## config.mk

```make
export PLATFORM = sky130hd
export DESIGN_NAME = arch_step_serializer
export DESIGN_NICKNAME = d
export VERILOG_FILES = /design/src/rtl/arch_trace_pkg.sv /design/src/rtl/arch_trace_fifo_mem.sv /design/src/rtl/arch_step_serializer.sv
export SDC_FILE = /design/constraint.sdc
export NUM_CORES = 1
export LEC_CHECK = 0
export ABC_AREA = 1
export CORE_UTILIZATION = 35
export DETAILED_ROUTE_END_ITERATION = 10
export HOLD_SLACK_MARGIN = 0.05
export PLACE_DENSITY_LB_ADDON = 0.3
export SETUP_SLACK_MARGIN = 0.5
export SLEW_MARGIN = 20
export SYNTH_ARGS = -nofsm -noshare
export SYNTH_HDL_FRONTEND = slang
export SYNTH_SLANG_ARGS = --single-unit
```

## constraint.sdc

```tcl
create_clock -name clock -period 10.7 [get_ports clock]
set_input_delay 2.675 -clock clock [delete_from_list [all_inputs] [get_ports clock]]
set_output_delay 2.675 -clock clock [all_outputs]
set_load 0.02 [all_outputs]
```

## src/rtl/arch_trace_pkg.sv

```systemverilog
// Shared types for the commit-trace path: lane count, default widths, queued entry layout.
// Pure declarations; no timing or flow control of its own.
package arch_trace_pkg;

  localparam int XLEN_DEF         = 64;
  localparam int ILEN_DEF         = 32;
  localparam int NUM_COMMIT_LANES = 2;

  typedef struct packed {
    logic [XLEN_DEF-1:0] pc;
    logic [ILEN_DEF-1:0] inst;
  } commit_entry_t;

endpackage

```

## src/rtl/arch_trace_fifo_mem.sv

```systemverilog
// Two-write/one-read entry array; writes land on the clock edge, read is combinational.
// No control or backpressure here: the caller guarantees the write slots are free.
module arch_trace_fifo_mem
  import arch_trace_pkg::*;
#(
  parameter int DEPTH = 8,
  parameter int PTR_W = $clog2(DEPTH)
) (
  input  logic          clock,
  input  logic          wr0_vld,
  input  logic [PTR_W-1:0] wr0_addr,
  input  commit_entry_t wr0_dat,
  input  logic          wr1_vld,
  input  logic [PTR_W-1:0] wr1_addr,
  input  commit_entry_t wr1_dat,
  input  logic [PTR_W-1:0] rd_addr,
  output commit_entry_t rd_dat
);

  commit_entry_t mem_q [DEPTH];

  // Both ports never target the same slot in one cycle, so order is irrelevant.
  always_ff @(posedge clock) begin
    if (wr0_vld) mem_q[wr0_addr] <= wr0_dat;
    if (wr1_vld) mem_q[wr1_addr] <= wr1_dat;
  end

  assign rd_dat = mem_q[rd_addr];

endmodule

```

## src/rtl/arch_step_serializer.sv

```systemverilog
// Serializes up to two retired instructions per cycle into one in-order step per cycle.
// Output is registered (pop decided on pre-edge occupancy); commit_ready drops below 2 free slots.
module arch_step_serializer
  import arch_trace_pkg::*;
#(
  parameter int DEPTH = 8,
  parameter int XLEN  = XLEN_DEF,
  parameter int ILEN  = ILEN_DEF,
  localparam int PTR_W = $clog2(DEPTH),
  localparam int OCC_W = $clog2(DEPTH) + 1
) (
  input  logic                        clock,
  input  logic                        reset,
  input  logic [NUM_COMMIT_LANES-1:0] commit_valid,
  input  logic [XLEN-1:0]             commit_pc0,
  input  logic [ILEN-1:0]             commit_inst0,
  input  logic [XLEN-1:0]             commit_pc1,
  input  logic [ILEN-1:0]             commit_inst1,
  output logic                        commit_ready,
  output logic                        step_valid,
  output logic [XLEN-1:0]             step_pc,
  output logic [ILEN-1:0]             step_inst,
  output logic [OCC_W-1:0]            occupancy,
  output logic                        overflow
);

  logic [PTR_W-1:0] wr_ptr_q, rd_ptr_q, wr1_addr;
  logic [OCC_W-1:0] occ_q, free_cnt, n_acc;
  logic             acc0, acc1, drop, pop;
  commit_entry_t    wr0_dat, wr1_dat, rd_dat;

  assign free_cnt = OCC_W'(DEPTH) - occ_q;

  // Space check uses pre-edge occupancy only; lane 0 wins the last free slot.
  assign acc0  = commit_valid[0] && (free_cnt != '0);
  assign acc1  = commit_valid[1] &&
                 (commit_valid[0] ? (free_cnt >= OCC_W'(2)) : (free_cnt != '0));
  assign drop  = (commit_valid[0] && !acc0) || (commit_valid[1] && !acc1);
  assign n_acc = OCC_W'(acc0) + OCC_W'(acc1);
  assign pop   = (occ_q != '0);

  // Lane 1 packs directly behind lane 0, or takes wr_ptr when it retires alone.
  assign wr1_addr = acc0 ? (wr_ptr_q + PTR_W'(1)) : wr_ptr_q;

  assign wr0_dat.pc   = XLEN_DEF'(commit_pc0);
  assign wr0_dat.inst = ILEN_DEF'(commit_inst0);
  assign wr1_dat.pc   = XLEN_DEF'(commit_pc1);
  assign wr1_dat.inst = ILEN_DEF'(commit_inst1);

  arch_trace_fifo_mem #(
    .DEPTH (DEPTH)
  ) u_mem (
    .clock    (clock),
    .wr0_vld  (acc0),
    .wr0_addr (wr_ptr_q),
    .wr0_dat  (wr0_dat),
    .wr1_vld  (acc1),
    .wr1_addr (wr1_addr),
    .wr1_dat  (wr1_dat),
    .rd_addr  (rd_ptr_q),
    .rd_dat   (rd_dat)
  );

  always_ff @(posedge clock or negedge reset) begin
    if (!reset) begin
      wr_ptr_q   <= '0;
      rd_ptr_q   <= '0;
      occ_q      <= '0;
      step_valid <= 1'b0;
      step_pc    <= '0;
      step_inst  <= '0;
      overflow   <= 1'b0;
    end else begin
      wr_ptr_q   <= wr_ptr_q + PTR_W'(n_acc);
      occ_q      <= occ_q + n_acc - OCC_W'(pop);
      step_valid <= pop;
      if (pop) begin
        rd_ptr_q  <= rd_ptr_q + PTR_W'(1);
        step_pc   <= XLEN'(rd_dat.pc);
        step_inst <= ILEN'(rd_dat.inst);
      end
      if (drop) overflow <= 1'b1;
    end
  end

  assign occupancy    = occ_q;
  assign commit_ready = (free_cnt >= OCC_W'(2));

endmodule

```

==> results by group <==
Synth
  – Prevailing post-synth register cell: edfxtp_1
  – Mapped Cells: 5125
  – Post-synthesis register bit count: 876
  – Sequential share of the synthesized area: 0.558
  – Synth unique cells: 33
  – Top-count cell post-synth: nand2_1
  – Synth warn: 0
  – Synth area leader: edfxtp_1
  – Syn Nets: 5335
  – Leading post-synthesis cells by cell area: edfxtp_1, nand2_1, nand3_1
  – Synth async-reset ratio: 0.123
  – Mapped cell area: 46200 sq um
  – Commonest cells post-synth: nand2_1, nand3_1, edfxtp_1
  – Synth top area share: 0.499
  – Post-synth EDFFs: 768
  – Avg Synthesized Cell Area: 9.02 sq um

Floorplan
  – Rows: 132
  – Die Ht: 365 um
  – Core area: 130000 sq um
  – Initial Util: 0.355
  – # IOs: 299
  – Die width: 365 um
  – Total die area: 133000 sq um

Power and ir drop
  – Pwr per Cell Area: 308 nW/um^2
  – Net Sw Frac: 0.432
  – Leakage: 21.9 nW
  – Gate power share: 0.430
  – Internal Power: 9.16 mW
  – Total net switching power: 6.97 mW
  – Clock power frac: 0.218
  – Sequential fraction of design power: 0.352
  – Max VDD drop: 0.000448 V
  – Overall power: 16.1 mW

Global route
  – Largest net degree at the start of global routing: 205
  – GRT Overall Usage: 0.228
  – First-pass GRT wire length: 229 mm
  – Antenna violations before repair: 22
  – Grt ovf: 0
  – Vias in the first global route: 35200

CTS
  – CTS Buf Count: 101
  – Depth of the CTS H-tree: 3
  – Clk buf depth: 3
  – Root Buffer: clkbuf_16
  – Worst-path clk slew: 60 ps
  – Worst-Skew Late Latency: 690 ps
  – Clk sinks: 876
  – Setup bufs post-CTS: 0
  – # resized after CTS: 0
  – Cts hold-fix bufs: 0
  – CTS tree: yes

STA
  – Final setup fails: 0
  – RSZ-0062 raised after global routing: false
  – Tcrit/Tclk final: 0.670
  – Period minus WS final: 7170 ps
  – Slew headroom: 0.132
  – Fin. max-slew vios: 0
  – Peak Freq: 0.140 GHz
  – Hold Violations, Final: 0
  – Worst slew pin tran: 1300 ps
  – Clock Skew: 14.8 ps
  – Setup ws final: 3530 ps
  – Hold_ws: 512 ps
  – Setup TNS: 0 ps

Drt
  – Avg WL per Cell: 22.7 um
  – Antenna Nets Post-Route: 0
  – Routed vias/inst: 5.40
  – DRC: 0
  – DR iter-0 viols: 3677
  – DR vias: 36900
  – Drt total wl: 155 mm
  – DRT Pass-1 Iters: 6

Final layout
  – Fraction of layout cells with a size suffix above 1: 0.0488
  – Layout area overhead: 13.4%
  – Core Util, Final: 0.402
  – Reg area: 25800 sq um
  – Design Area, Final: 52400 sq um
  – NumNets Final: 5211
  – Multi-input logic area: 16800 sq um
  – Non-filler cells, final: 6836
  – # fillers: 12500

Placed design
  – DP Worst Slack: 2770 ps
  – HPWL after DPL: 83.3 mm
  – Gp weighted congestion: 0.760
  – Placed cell count: 6639
  – DP Area: 49000 sq um
  – Port-buffer cells: 298

Run status
  – Status: finished clean

Critical path
  – Reg2reg path depth: 12
  – Critical path capture point type: flip-flop
  – Required time worst endpoint: 11000 ps
  – Startpoint class of the critical path: input port
  – Crit Path Class: input port to flip-flop
  – Reg2Reg Setup Slack: 4950 ps
  – R2R Path Start: occupancy[0]
  – CP max FO: 52
  – FF-to-FF End: u_mem.mem_q[0][80]
  – CP arrival: 7470 ps

Worst hold path
  – Hold Crit Class: flip-flop to flip-flop
  – Depth of the worst hold-timing path: 2
  – Hold EP: step_pc[34]
  – Hold Path Origin: step_pc[34]

Run
  – Max cap viols: 0
sequential cells by signal, indices dropped and copies added (netlist names):
register / flops
step_pc: 64
u_mem.mem_q: 768
occupancy: 4
rd_ptr_q: 3
wr_ptr_q: 3
overflow: 1
step_inst: 32
step_valid: 1
layout by cell type (no fill, tap or decap), types with 3 or more instances in the layout:
cell / instances
inv_2: 3
ha_1: 10
clkdlybuf4s50_1: 297
nand2_4: 15
xnor2_1: 3
buf_12: 5
o21ai_0: 194
nand2_1: 1842
dfrtp_4: 3
o211ai_1: 192
clkinv_2: 18
inv_4: 3
inv_1: 209
mux2i_1: 192
nand2_2: 4
clkbuf_16: 104
edfxtp_1: 768
nor2_4: 4
diode_2: 8
inv_6: 7
nand3_1: 782
buf_4: 48
dfrtp_1: 105
xor2_1: 3
clkinvlp_4: 6
bufinv_16: 11
clkinv_1: 22
a21oi_1: 194
nor2_1: 4
clkbuf_1: 18
layer usage:
metal | global-route usage | vias to the layer above | part of all wire
met2 | 0.383 | 1647 | 0.48
met4 | 0.0664 | 26 | 0.023
met5 | 0 | - | 0.0011
met3 | 0.0381 | 275 | 0.078
li1 | - | 17100 | -
met1 | 0.302 | 17900 | 0.41
worst max-delay path by stage:
| stage | start | end | slack (ps) | cells after the start |
|---|---|---|---|---|
| finish | commit_valid[0] | u_mem.mem_q[0][80] | 3530 | 7 |
| global route | commit_valid[0] | u_mem.mem_q[0][77] | 3320 | 7 |
| CTS | commit_valid[0] | u_mem.mem_q[0][77] | 3510 | 7 |
| detailed placement | commit_valid[0] | u_mem.mem_q[0][61] | 2770 | 7 |
| global placement | commit_valid[0] | u_mem.mem_q[0][61] | 2780 | 8 |
| floorplan | commit_valid[0] | u_mem.mem_q[5][0] | 100 | 2 |
critical path, cell delays in order:
cell	delay, ps
clkdlybuf4s50_1	720
nand3_1	370
nand2_4	220
nor2b_4	880
nand2_4	720
nand2_4	910
buf_4	890
final cells by class:
cell class | count | area share
diodes | 8 | 0.000382
clock buffers | 124 | 0.0515
clock inverters | 64 | 0.0118
inverters | 216 | 0.0157
multi-input cells | 3454 | 0.321
flip-flops and latches | 876 | 0.492
well taps | 1742 | 0.0416
repair buffers | 352 | 0.0663
cell families after synthesis:
group                    after synthesis  share of synthesized area
AO/OA/AOI/OAI                        584                     0.0738
XOR/XNOR                               6                    0.00114
adder cells (fa/ha/maj)               14                    0.00412
buffers and inverters                795                     0.0821
flip-flops                           876                      0.558
multiplexers                         192                     0.0416
AND/OR/NAND/NOR                     2658                      0.240
power by group through the flow:
stage | clock network, mW | logic (mW) | registers [mW]
floorplan | 0 | 4.30 | 5.92
global placement | 0 | 6.85 | 5.72
detailed placement | 0 | 6.94 | 5.74
CTS | 3.57 | 6.95 | 5.68
global route | 3.68 | 7.54 | 5.77
finish | 3.52 | 6.94 | 5.67
Power figures use the tool's default switching activity.
